$ cat config.mk
export PLATFORM = sky130hd
export DESIGN_NAME = shift_add_mult_ctrl
export DESIGN_NICKNAME = d
export VERILOG_FILES = /design/src/rtl/mult_pkg.sv /design/src/rtl/ripple_adder.sv /design/src/rtl/shift_add_mult_ctrl.sv
export SDC_FILE = /design/constraint.sdc
export NUM_CORES = 1
export LEC_CHECK = 0
export CORE_MARGIN = 4
export CORE_UTILIZATION = 30
export CTS_BUF_LIST = sky130_fd_sc_hd__clkbuf_4
export DETAILED_ROUTE_END_ITERATION = 10
export PLACE_DENSITY_LB_ADDON = 0.12
export SLEW_MARGIN = 20
export SYNTH_ARGS = -nofsm -noshare
export SYNTH_HDL_FRONTEND = slang
export SYNTH_SLANG_ARGS = --single-unit
$ cat constraint.sdc
create_clock -name clk -period 2.47 [get_ports clk]
set_clock_uncertainty 0.15 [all_clocks]
set_input_delay 0.494 -clock clk [delete_from_list [all_inputs] [get_ports clk]]
set_output_delay 0.494 -clock clk [all_outputs]
set_load 0.005 [all_outputs]
$ cat src/rtl/mult_pkg.sv
// Shared definitions for the shift-and-add multiplier: FSM state encoding and counter sizing.
package mult_pkg;

  typedef enum logic [1:0] {
    IDLE = 2'd0,
    RUN  = 2'd1,
    DONE = 2'd2
  } state_t;

  localparam int unsigned DEFAULT_WIDTH = 4;

  // Step counter must hold the value WIDTH itself
  function automatic int unsigned cnt_width(input int unsigned width);
    return $clog2(width + 1);
  endfunction

  localparam int unsigned CNT_W = cnt_width(DEFAULT_WIDTH);

endpackage

$ cat src/rtl/ripple_adder.sv
// WIDTH-bit ripple-carry adder with carry-in and carry-out, built bit by bit.
module ripple_adder #(
  parameter int unsigned WIDTH = 4
) (
  input  logic [WIDTH-1:0] a,
  input  logic [WIDTH-1:0] b,
  input  logic             cin,
  output logic [WIDTH-1:0] sum,
  output logic             cout
);

  logic [WIDTH:0] carry;

  assign carry[0] = cin;

  // One full-adder cell per bit, carry rippling upward
  for (genvar i = 0; i < WIDTH; i++) begin : g_fa
    assign sum[i]       = a[i] ^ b[i] ^ carry[i];
    assign carry[i + 1] = (a[i] & b[i]) | (carry[i] & (a[i] ^ b[i]));
  end

  assign cout = carry[WIDTH];

endmodule

$ cat src/rtl/shift_add_mult_ctrl.sv
// Sequential unsigned shift-and-add multiplier: one conditional add-and-shift per clock,
// 2*WIDTH-bit product with a one-cycle done strobe.
// Optional build macro MULT_EARLY_TERM_EN: finish as soon as the remaining multiplier bits are zero.
module shift_add_mult_ctrl
  import mult_pkg::*;
#(
  parameter int unsigned WIDTH = DEFAULT_WIDTH
) (
  input  logic               clk,
  input  logic               rst_n,
  input  logic               start,
  input  logic [WIDTH-1:0]   a,
  input  logic [WIDTH-1:0]   b,
  output logic               busy,
  output logic               done,
  output logic [2*WIDTH-1:0] product
);

  localparam int unsigned CW = cnt_width(WIDTH);

  state_t           state;
  logic [WIDTH-1:0] m_reg;
  // The carry of each add is shifted straight into the top of acc, so acc never
  // needs to keep a separate carry bit between steps (it would always be zero).
  logic [WIDTH-1:0] acc;
  logic [WIDTH-1:0] q_reg;
  logic [CW-1:0]    cnt;

  logic [WIDTH-1:0]   addend_c;
  logic [WIDTH-1:0]   add_sum_c;
  logic               add_cout_c;
  logic [WIDTH-1:0]   acc_nxt_c;
  logic [WIDTH-1:0]   q_nxt_c;
  logic               finish_c;
  logic [2*WIDTH-1:0] prod_c;

  // Conditional addend: multiplicand when the current multiplier bit is set
  assign addend_c = q_reg[0] ? m_reg : '0;

  ripple_adder #(
    .WIDTH (WIDTH)
  ) u_add (
    .a    (acc),
    .b    (addend_c),
    .cin  (1'b0),
    .sum  (add_sum_c),
    .cout (add_cout_c)
  );

  // {carry,sum,Q} shifted right by one: carry enters acc MSB, sum LSB enters Q MSB
  assign acc_nxt_c = {add_cout_c, add_sum_c[WIDTH-1:1]};
  assign q_nxt_c   = {add_sum_c[0], q_reg[WIDTH-1:1]};

`ifdef MULT_EARLY_TERM_EN
  logic [CW-1:0]      rem_c;
  logic [WIDTH-1:0]   rem_mask_c;
  logic [2*WIDTH-1:0] pp_c;

  // Remaining multiplier bits after this step sit in the low rem_c bits of Q
  assign rem_c      = cnt - CW'(1);
  assign rem_mask_c = ~({WIDTH{1'b1}} << rem_c);
  assign pp_c       = {acc_nxt_c, q_nxt_c};
  assign finish_c   = ((q_nxt_c & rem_mask_c) == '0);
  // Skipped steps would only shift zeros in, so a barrel shift completes them at once
  assign prod_c     = pp_c >> rem_c;
`else
  // Fixed-latency finish on the last of WIDTH steps
  assign finish_c = (cnt == CW'(1));
  assign prod_c   = {acc_nxt_c, q_nxt_c};
`endif

  // Sequencer, operand registers and registered outputs
  always_ff @(posedge clk or negedge rst_n) begin
    if (!rst_n) begin
      state   <= IDLE;
      m_reg   <= '0;
      acc     <= '0;
      q_reg   <= '0;
      cnt     <= '0;
      busy    <= 1'b0;
      done    <= 1'b0;
      product <= '0;
    end else begin
      case (state)
        IDLE: begin
          if (start) begin
            m_reg <= a;
            acc   <= '0;
            q_reg <= b;
            cnt   <= CW'(WIDTH);
            busy  <= 1'b1;
            state <= RUN;
          end
        end
        RUN: begin
          acc   <= acc_nxt_c;
          q_reg <= q_nxt_c;
          cnt   <= cnt - CW'(1);
          if (finish_c) begin
            product <= prod_c;
            done    <= 1'b1;
            state   <= DONE;
          end
        end
        DONE: begin
          done  <= 1'b0;
          busy  <= 1'b0;
          state <= IDLE;
        end
        default: begin
          done  <= 1'b0;
          busy  <= 1'b0;
          state <= IDLE;
        end
      endcase
    end
  end

endmodule

Word level (Yosys, flattened, before mapping):

Index checks and enable logic that the tools add are counted.
Widths: inputs -> output; s select.

* register bits after elaboration: 27
* input bits: 11
* output and inout bits: 10

* $add $sub $neg: 1
* reductions and logical operators: 8
* bitwise gates (word level): 19
* muxes and demuxes: 14
* equality and inequality tests: 4

Operators with widths (count)
* $pmux 4 s2: 2
* $mux 4: 3
* $reduce_and 2->1: 6
* $and 1x1->1: 7
* $xor 1x1->1: 7
* $pmux 3 s2: 1
* $mux 2: 2
* $ne 2x2->1 const B: 2
* $pmux 1 s2: 2
* $pmux 2 s2: 1
* $eq 3x1->1 const B: 1
* $mux 3: 1
* $or 1x1->1: 3
* $sub 3x1->3 const B: 1
* $eq 2x1->1 const B: 1
* $logic_not 2->1: 1
* $mux 1: 2
* $not 1->1: 2
* $reduce_bool 2->1: 1

Depth between registers and ports, before layout:

* word-level depth: 9
* gate-level depth with buffers: 7
* mapped depth without buffers: 7

By module:

A second synthesis with hierarchy kept.

* cell total of the unflattened synthesis: 100
* area total of the unflattened synthesis: 1238.7 um^2

By module, submodules not included
* shift_add_mult_ctrl: seq. area each 675.6 um^2, instances 1, cells an instance 86, area each 1121.1 um^2
* ripple_adder: seq. area each 0.0 um^2, instances 1, cells an instance 14, area each 117.6 um^2

Least setup slack after synthesis:

No wires, ideal clock.

* kind: register -> register
* from: register q_reg[0]
* to: register acc[2]
* library setup time: 0.128 ns
* cell stages (with the launch flop): 8
* setup slack: 0.214 ns
* buffers on the path: 0
* arrival: 1.978 ns
* cells stage by stage: dfrtp_1 > and2_1 > ha_1 > inv_1 > fa_1 > fa_1 > fa_1 > o22ai_1

* longest elaborated chain between the ends: 8

Ends and longest elaborated chain
* from (decl): RTL line shift_add_mult_ctrl.sv:26 `logic [WIDTH-1:0] q_reg;`
* from (signal assigned): RTL line shift_add_mult_ctrl.sv:97 `q_reg <= q_nxt_c;`
* $mux 4 *: RTL line shift_add_mult_ctrl.sv:38 `assign addend_c = q_reg[0] ? m_reg : '0;`
* $and 1x1->1 / $xor 1x1->1 (equally long branches): RTL line ripple_adder.sv:19 `assign carry[i + 1] = (a[i] & b[i]) | (carry[i] & (a[i] ^ b[i]));`
* $and 1x1->1: RTL line ripple_adder.sv:19
* $or 1x1->1: RTL line ripple_adder.sv:19
* $and 1x1->1: RTL line ripple_adder.sv:19
* $or 1x1->1: RTL line ripple_adder.sv:19
* $xor 1x1->1 *: RTL line ripple_adder.sv:18 `assign sum[i] = a[i] ^ b[i] ^ carry[i];`
* $pmux 4 s2 *: RTL line shift_add_mult_ctrl.sv:84 `case (state)`
* to (signal assigned): RTL line shift_add_mult_ctrl.sv:96 `acc <= acc_nxt_c;`
* to (decl): RTL line shift_add_mult_ctrl.sv:25 `logic [WIDTH-1:0] acc;`

Every way passes the cells marked *; elsewhere a longest branch is shown, timed or not.
A chain may end at the register's enable or synchronous reset.

Worst setup path after layout:

Ends and elaborated chain as after synthesis.

==> impl_metrics.json <==
{
  "syn_area_per_cell_um2": 13.5,
  "layout_common_cells": "dfrtp_1 (27), clkdlybuf4s50_1 (20), inv_1 (13)",
  "fin_nets": 134,
  "cts_buffers": 3,
  "fin_crit_ns": 2.35,
  "regArea_um2": 676,
  "setup-tns-final_ns": 0,
  "track_usage": 0.0999,
  "viasPerCell": 4.50,
  "start_util": 0.312,
  "multi_input_area_um2": 497,
  "crit_start": "q_reg[0]",
  "grt_max_degree": 28,
  "fin_cells": 166,
  "hold_slack_ns": 0.344,
  "drt_wl_total_mm": 2.32,
  "maxSlewHeadroom": 0.673,
  "chipWidth_um": 72.7,
  "tritoncts": "yes",
  "slew_viol_final": 0,
  "start_kind": "flip-flop",
  "dr.first_iter.drc_count": 21,
  "seq_area_frac_synth": 0.538,
  "synth_nets": 110,
  "period_share": 0.950,
  "max-cap-violations": 0,
  "ir_worst_vdd_mv": 0.567,
  "grt_antenna_before_repair": 0,
  "syn_inst": 93,
  "setup_violations": 0,
  "grt_pass1_wl_mm": 4.08,
  "path_clk_slew_ns": 0.16,
  "tightest_slew_ns": 0.491,
  "dp.cells": 160,
  "critPathMaxFanout": 4,
  "timing.rr.start": "q_reg[0]",
  "ys_seq_elements": 27,
  "power_density_nw_per_um2": 1260,
  "end_kind": "flip-flop",
  "area_growth_syn_to_layout_pct": 22.9,
  "core_um2": 4030,
  "hold_buffers": 0,
  "crit_required_ns": 2.53,
  "diodes": 0,
  "mostFrequentLayoutCell": "dfrtp_1",
  "max_freq_mhz": 426,
  "hold_viol_final": 0,
  "yosys_warnings": 0,
  "dr.pass1.iters": 3,
  "arrival_ns": 2.40,
  "synth_area_um2": 1260,
  "critPathKind": "reg -> reg",
  "grt_pass1_vias": 833,
  "cts_buffer_depth": 2,
  "drc": 0,
  "die_h_um": 72.7,
  "n_fill_cell": 396,
  "final_layout_size_suffix_gt1_frac": 0.224,
  "cts_htree_levels": 1,
  "rows": 23,
  "clock_sinks": 27,
  "io_buffer_count": 20,
  "reg2reg_depth": 7,
  "die_area_um2": 5290,
  "top_register": "product",
  "cts_root_buf": "clkbuf_4",
  "grt_remaining_overflow": 0,
  "synth_cell_types": 22,
  "ant_nets": 0,
  "dr_total_vias": 747,
  "hpwlAfterDp_mm": 1.68,
  "r2r_slack_ns": 0.12,
  "min_path_type": "in -> async",
  "p_leak_nw": 0.647,
  "status": "finished, final reports clean",
  "io_pins": 21,
  "finalWeightedCongestion": 0.707,
  "rsz0062_at_grt": "false",
  "clock_latency_ns": 0.34,
  "largest_register_ffs": 8,
  "post_drt_wl_per_cell_um": 14.0,
  "reg2reg_to": "acc[2]"
}
Yosys cell counts, drive strengths merged:
library cell	instances	area share
dfrtp	27	0.54
inv	13	0.039
mux2	8	0.084
mux2i	5	0.040
o221a	5	0.045
o22ai	5	0.025
buf	4	0.026
nand2	4	0.012
or4b	4	0.032
fa	3	0.048
ha	3	0.030
a21oi	2	0.0080
and2	2	0.010
nand2b	2	0.010
clkbuf	1	0.0040
nand3b	1	0.0060
nor3b	1	0.010
nor4bb	1	0.020
o21ba	1	0.0080
or3b	1	0.0070
layout make-up:
type	instances	area share
Sequential cell	27	0.438
Inverter	13	0.0316
Timing Repair Buffer	24	0.149
Tap cell	50	0.0405
Multi-Input combinational cell	48	0.322
Clock buffer	3	0.0146
Clock inverter	1	0.00486
power by group:
part,switching [W],internal [W]
combinational,0.000363,0.000561
sequential,0.000151,0.000661
clock,0.000141,0.0000619
critical path: stages (launching register included):
cell and delay, ns:
dfrtp_1 0.42, and2_1 0.14, ha_1 0.14, inv_1 0.05, fa_1 0.38, fa_2 0.35
fa_1 0.50, o22ai_1 0.09
worst max path at each step:
stage                     endpoint  slack (ns)  cells after the start
after global placement      acc[2]        0.15                      7
after global routing        acc[2]        0.04                      7
after detailed placement    acc[2]        0.09                      7
after CTS                   acc[2]        0.04                      7
after floorplan             acc[2]        0.21                      7
final                       acc[2]        0.12                      7
timing repair:
action / CTS / global route
resized for setup: 0 / 1
setup buffers: 0 / 2
endpoints found under the setup margin: 0 / 2
logic make-up (layout without fill, tap and decap cells):
logic type               count (synthesis)  after routing  synth area share
flip-flops                              27             27             0.538
buffers and inverters                   18             41            0.0687
AND/OR/NAND/NOR                         16             16             0.107
AO/OA/AOI/OAI                           13             13            0.0857
multiplexers                            13             13             0.124
adder cells (fa/ha/maj)                  6              6            0.0777
through the flow:
step | util | cell area [µm²] | total power, W | worst slack [ns]
detailed placement | 0.371 | 1500 | 0.00173 | 0.0876
floorplan | - | 1260 | 0.00143 | 0.214
CTS | 0.379 | 1530 | 0.00194 | 0.0366
finish | 0.383 | 1540 | 0.00194 | 0.124
global route | 0.383 | 1540 | 0.00212 | 0.0373
global placement | 0.371 | 1500 | 0.00172 | 0.152
metal layers:
metal,up-vias,routed length [µm],global-route usage
met2,10,1140,0.171
met5,-,0,0
met4,0,19,0.0246
li1,367,-,-
met1,368,1080,0.123
met3,2,79,0.0303
No activity file was read; power rests on OpenSTA's default activity.
